File: config.mk
export PLATFORM = sky130hd
export DESIGN_NAME = mem_dump_tx
export DESIGN_NICKNAME = d
export VERILOG_FILES = /design/src/rtl/mem_dump_tx_pkg.sv /design/src/rtl/baud_tick.sv /design/src/rtl/mem_dump_tx.sv
export SDC_FILE = /design/constraint.sdc
export NUM_CORES = 1
export LEC_CHECK = 0
export ABC_CLOCK_PERIOD_IN_PS = 2400
export BUFFER_PORTS_ARGS = -buffer_cell sky130_fd_sc_hd__buf_4
export CAP_MARGIN = 0
export CORE_UTILIZATION = 57
export CTS_CLUSTER_SIZE = 20
export DETAILED_ROUTE_END_ITERATION = 7
export PLACE_DENSITY_LB_ADDON = 0.1
export SLEW_MARGIN = 20
export SYNTH_ARGS = -nofsm -noshare
export SYNTH_HDL_FRONTEND = slang
export SYNTH_SLANG_ARGS = --single-unit
File: constraint.sdc
create_clock -name SysClock -period 2.4 [get_ports SysClock]
set_input_delay 0.48 -clock SysClock [delete_from_list [all_inputs] [get_ports SysClock]]
set_output_delay 0.48 -clock SysClock [all_outputs]
set_load 0.005 [all_outputs]
File: src/rtl/mem_dump_tx_pkg.sv
// rtl/mem_dump_tx_pkg.sv - shared constants and FSM encoding for the RAM dump transmitter
package mem_dump_tx_pkg;

    localparam int ADDR_W    = 4;
    localparam int DATA_W    = 8;
    localparam int FRAME_LEN = 10;

    typedef enum logic [2:0] {
        S_IDLE  = 3'd0,
        S_READ  = 3'd1,
        S_WAIT  = 3'd2,
        S_START = 3'd3,
        S_DATA  = 3'd4,
        S_STOP  = 3'd5,
        S_NEXT  = 3'd6
    } state_e;

endpackage

File: src/rtl/baud_tick.sv
// rtl/baud_tick.sv - bit-period counter, ticks on the last cycle of each BAUD_DIV window
module baud_tick #(
    parameter int BAUD_DIV = 434
) (
    input  logic clk,
    input  logic rst,
    input  logic clr,
    output logic tick
);

    logic [11:0] cnt_q;
    logic [11:0] cnt_d;

    assign tick = (cnt_q == 12'(BAUD_DIV - 1));

    always_comb begin
        cnt_d = cnt_q + 12'd1;
        if (clr || tick) begin
            cnt_d = '0;
        end
    end

    always_ff @(posedge clk) begin
        if (rst) begin
            cnt_q <= '0;
        end else begin
            cnt_q <= cnt_d;
        end
    end

endmodule

File: src/rtl/mem_dump_tx.sv
// rtl/mem_dump_tx.sv - streams a RAM address range out as 8N1 serial frames
module mem_dump_tx
    import mem_dump_tx_pkg::*;
#(
    parameter int                BAUD_DIV   = 434,
    parameter logic [ADDR_W-1:0] FIRST_ADDR = 4'h0,
    parameter logic [ADDR_W-1:0] LAST_ADDR  = 4'hF
) (
    input  logic              SysClock,
    input  logic              Reset,
    input  logic              Start,
    input  logic              Abort,
    input  logic [DATA_W-1:0] MDO,
    output logic [ADDR_W-1:0] RAMadd,
    output logic              RAMrd,
    output logic              TxD,
    output logic              Busy,
    output logic              Done
);

    state_e              state_q, state_d;
    logic [ADDR_W-1:0]   addr_q, addr_d;
    logic [DATA_W-1:0]   sh_q, sh_d;
    logic [2:0]          bit_q, bit_d;
    logic                txd_q, txd_d;
    logic                done_q, done_d;
    logic                abort_q, abort_d;
    logic                tick;
    logic                baud_clr;

    // Restart the bit period whenever the FSM moves, so every phase gets full BAUD_DIV cycles.
    assign baud_clr = (state_d != state_q);

    baud_tick #(
        .BAUD_DIV(BAUD_DIV)
    ) u_baud_tick (
        .clk (SysClock),
        .rst (Reset),
        .clr (baud_clr),
        .tick(tick)
    );

    always_comb begin
        state_d = state_q;
        addr_d  = addr_q;
        sh_d    = sh_q;
        bit_d   = bit_q;
        txd_d   = txd_q;
        done_d  = 1'b0;
        abort_d = abort_q;

        // Abort together with Start in IDLE still counts, yielding a single frame.
        if (Abort && (state_q != S_IDLE || Start)) begin
            abort_d = 1'b1;
        end

        case (state_q)
            S_IDLE: begin
                if (Start) begin
                    addr_d  = FIRST_ADDR;
                    state_d = S_READ;
                end
            end
            S_READ: begin
                state_d = S_WAIT;
            end
            S_WAIT: begin
                sh_d    = MDO;
                txd_d   = 1'b0;
                state_d = S_START;
            end
            S_START: begin
                if (tick) begin
                    txd_d   = sh_q[0];
                    sh_d    = sh_q >> 1;
                    bit_d   = 3'd0;
                    state_d = S_DATA;
                end
            end
            S_DATA: begin
                if (tick) begin
                    if (bit_q == 3'd7) begin
                        txd_d   = 1'b1;
                        state_d = S_STOP;
                    end else begin
                        txd_d = sh_q[0];
                        sh_d  = sh_q >> 1;
                        bit_d = bit_q + 3'd1;
                    end
                end
            end
            S_STOP: begin
                if (tick) begin
                    state_d = S_NEXT;
                end
            end
            S_NEXT: begin
                if (addr_q == LAST_ADDR || abort_q || Abort) begin
                    state_d = S_IDLE;
                    done_d  = 1'b1;
                    abort_d = 1'b0;
                end else begin
                    addr_d  = addr_q + 4'd1;
                    state_d = S_READ;
                end
            end
            default: begin
                state_d = S_IDLE;
            end
        endcase
    end

    always_ff @(posedge SysClock) begin
        if (Reset) begin
            state_q <= S_IDLE;
            addr_q  <= FIRST_ADDR;
            sh_q    <= '0;
            bit_q   <= '0;
            txd_q   <= 1'b1;
            done_q  <= 1'b0;
            abort_q <= 1'b0;
        end else begin
            state_q <= state_d;
            addr_q  <= addr_d;
            sh_q    <= sh_d;
            bit_q   <= bit_d;
            txd_q   <= txd_d;
            done_q  <= done_d;
            abort_q <= abort_d;
        end
    end

    assign RAMadd = addr_q;
    assign RAMrd  = (state_q == S_READ);
    assign TxD    = txd_q;
    assign Busy   = (state_q != S_IDLE);
    assign Done   = done_q;

endmodule

==> flow_summary.ini <==
[global_routing]
initial_antenna_violation_count = 0
globalRouteMet1Util_pct = 26.4
grtUsageTotal_pct = 21.8
grt.overflow.total = 0
grtUsageMet3_pct = 7.03
first_global_vias = 1298
grt_use_met2_pct = 35.8
highest_utilization_routing_layer_at_the_global_route_stage = met2
grt_max_degree = 21
grt_first_pass_wirelength_mm = 5.60

[detailed_routing]
route.detailed.wl_per_inst_um = 13.9
antenna_left = 0
detail_route.drc_violations = 0
vias = 1392
routed_wl_mm = 3.39
detail_route.first_pass.iterations = 4
post_drt_via_cell_ratio = 5.70
first_iter_violations = 48

[floorplanning]
height_of_the_die_um = 58.5
initial_utilization_pct = 60.0
floorplan.core_area_mm2 = 0.00303
num_io_pins = 20
floorplan.die.width_um = 58.5
design.die.area_mm2 = 0.00342
core.rowCount = 20

[job]
maxCapViolCount = 0

[cts]
cts.path.max_buffers = 2
clk_root_buffer_cell = sky130_fd_sc_hd__clkbuf_4
clk_pin_slew_ns = 0.10
h-tree-depth = 2
tritoncts_num_sinks = 33
cts_buffers = 5
cts_setup_buffers = 0
post_cts_resize_count = 0
tritoncts = yes
cts.hold.buffers_added = 0
clk_latency_ns = 0.35

[setup_path]
worst_ep_required_time_ns = 1.92
biggest_fanout_along_the_worst_timing_path = 13
timing.setup.critical_path_class = register to output port
kind_of_end_point_of_the_critical_path = output port
critPathLaunchType = register
reg2regPathDepth = 4
crit_arrival_ns = 1.48

[pwr]
fin_total_pwr_mw = 1.08
ir_worst_vdd_mv = 0.368
power.static_leakage_nw = 0.727
powerDensity_mw_per_mm2 = 531

[sta]
post-route-period-util_pct = 81.7
drv_slew = 0
timing.fmax_mhz = 510
final-hold-violation-count = 0
final-setup-viol-count = 0
relSlewSlack_pct = 63.3
grt_setup_unrepaired = false
final.setup.worst_slack_ns = 0.440
timing.final.crit_period_ns = 1.96
timing_worst_slew_pin_value_ns = 0.546
fin_worst_skew_ns = 0.00984
fin_setup_tns_ns = 0
final.hold.worst_slack_ns = 0.440

[yosys]
synth_sequential_area_ratio_pct = 36.4
postSynthCellCount = 182
ys_async_sr_fraction_pct = 0
synth_ff_type = sky130_fd_sc_hd__dfxtp_1
yosys_warnings = 0
yosys_register_bits = 33
yosysUniqueCellTypes = 53
synth-edff-count = 0
synthesis.area_per_instance_um2 = 9.98
synth_area_mm2 = 0.00182
mappedNetlistNets = 199

[run_status]
outcome = complete, no violations

[place]
numPortBuffers = 19
gpl.final_weighted_congestion = 0.832
dp_worst_setup_slack_ns = 0.488
dpl.hpwl_mm = 2.43

[final_layout]
final_layout_size_suffix_gt1_share_pct = 28.5
multi_input_comb_area_mm2 = 0.00108
finish.utilization_pct = 67.0
filler_cell_count = 258
syn2layout_area_growth_pct = 11.7
antenna_cells = 0
final-seq-area_um2 = 661
nets = 217

[worst_hold_path]
hold_path_depth = 3
min_path_type = primary input to register
[critical path: stages, from the launching register on]
cell and delay [ns]:
sky130_fd_sc_hd__dfxtp_1 0.59, sky130_fd_sc_hd__nor3b_1 0.37, sky130_fd_sc_hd__buf_4 0.18
[synth_stat cells, drive strengths merged (2+ instances only)]
library cell | number | area [µm²]
xnor2 | 4 | 35.0
nand3b | 3 | 22.5
nand2b | 4 | 25.0
nor3 | 7 | 35.0
or4b | 3 | 33.8
a21oi | 8 | 43.8
o211ai | 2 | 15.0
ha | 5 | 62.6
nor3b | 2 | 20.0
buf | 6 | 40.0
nand3 | 8 | 45.0
dfxtp | 33 | 661
xor2 | 6 | 52.6
and2 | 3 | 18.8
inv | 7 | 26.3
a211oi | 15 | 148
nand2 | 9 | 41.3
and4 | 2 | 22.5
clkbuf | 3 | 11.3
nand4 | 2 | 12.5
or3b | 2 | 17.5
mux2i | 11 | 123
nor2 | 16 | 125
o21ai | 2 | 10.0
or3 | 2 | 12.5
[routing by layer]
metal	vias up	share of wire, %	routed length (µm)
li1	701	-	-
met1	655	45	1540
met3	8	5.0	169
met4	0	1.5	52
met5	-	0	0
met2	28	48	1630
[worst paths after layout]
path / start / endpoint / slack (ns)
max reg2reg: state_q[2] / sh_q[3] / 0.46
min: Abort / abort_q / 0.44
min reg2reg: bit_q[2] / bit_q[2] / 0.48
max: state_q[0] / RAMrd / 0.44
[registers in the layout (all words and copies together) (netlist names)]
name / count
u_baud_tick.cnt_q: 12
sh_q: 8
RAMadd: 4
bit_q: 3
state_q: 3
Done: 1
TxD: 1
abort_q: 1
[kinds of logic after synthesis]
group	Yosys count	synth area share, %
DFF	33	36.4
muxes	12	7.37
and+or+nand+nor	70	27.3
xor gates and xnor gates	10	4.82
adders and majority gates	5	3.44
buffers and inverters	16	4.27
AOI/OAI and AO/OA	36	16.4
[layout make-up]
class / instances / share of cell area, %
Multi-Input combinational cell: 133 / 53.1
Clock inverter: 1 / 0.370
Timing Repair Buffer: 20 / 7.40
Clock buffer: 6 / 2.53
Sequential cell: 33 / 32.6
Tap cell: 44 / 2.71
Inverter: 7 / 1.29
[metrics by stage]
| stage | instance area [µm²] | std cells |
|---|---|---|
| after floorplan | 1820 | 182 |
| after global placement | 1970 | 237 |
| after detailed placement | 1970 | 237 |
| after CTS | 2030 | 244 |
| after global routing | 2030 | 244 |
| final | 2030 | 244 |
[cells in the final DEF (no fill, tap or decap), types with 2 or more instances in the layout]
cell	instances
sky130_fd_sc_hd__mux2i_1	10
sky130_fd_sc_hd__or3b_1	2
sky130_fd_sc_hd__a211oi_1	8
sky130_fd_sc_hd__a211oi_2	7
sky130_fd_sc_hd__ha_1	5
sky130_fd_sc_hd__nand3_1	7
sky130_fd_sc_hd__nor2_1	6
sky130_fd_sc_hd__a21oi_1	7
sky130_fd_sc_hd__o21ai_0	2
sky130_fd_sc_hd__xnor2_1	4
sky130_fd_sc_hd__nand3b_1	3
sky130_fd_sc_hd__dfxtp_1	33
sky130_fd_sc_hd__inv_1	7
sky130_fd_sc_hd__nor2_4	8
sky130_fd_sc_hd__nor3_1	7
sky130_fd_sc_hd__o211ai_1	2
sky130_fd_sc_hd__nand2b_1	4
sky130_fd_sc_hd__or3_1	2
sky130_fd_sc_hd__nor2_2	2
sky130_fd_sc_hd__clkbuf_4	5
sky130_fd_sc_hd__and4_4	2
sky130_fd_sc_hd__nand2_1	8
sky130_fd_sc_hd__buf_4	20
sky130_fd_sc_hd__and2_1	3
sky130_fd_sc_hd__nand4_1	2
sky130_fd_sc_hd__xor2_1	6
[power breakdown]
group	switching (mW)	internal (mW)	total, mW
sequential	0.0249	0.570	0.595
combinational	0.0833	0.0727	0.156
clock	0.189	0.137	0.326
Power figures use the tool's default switching activity.
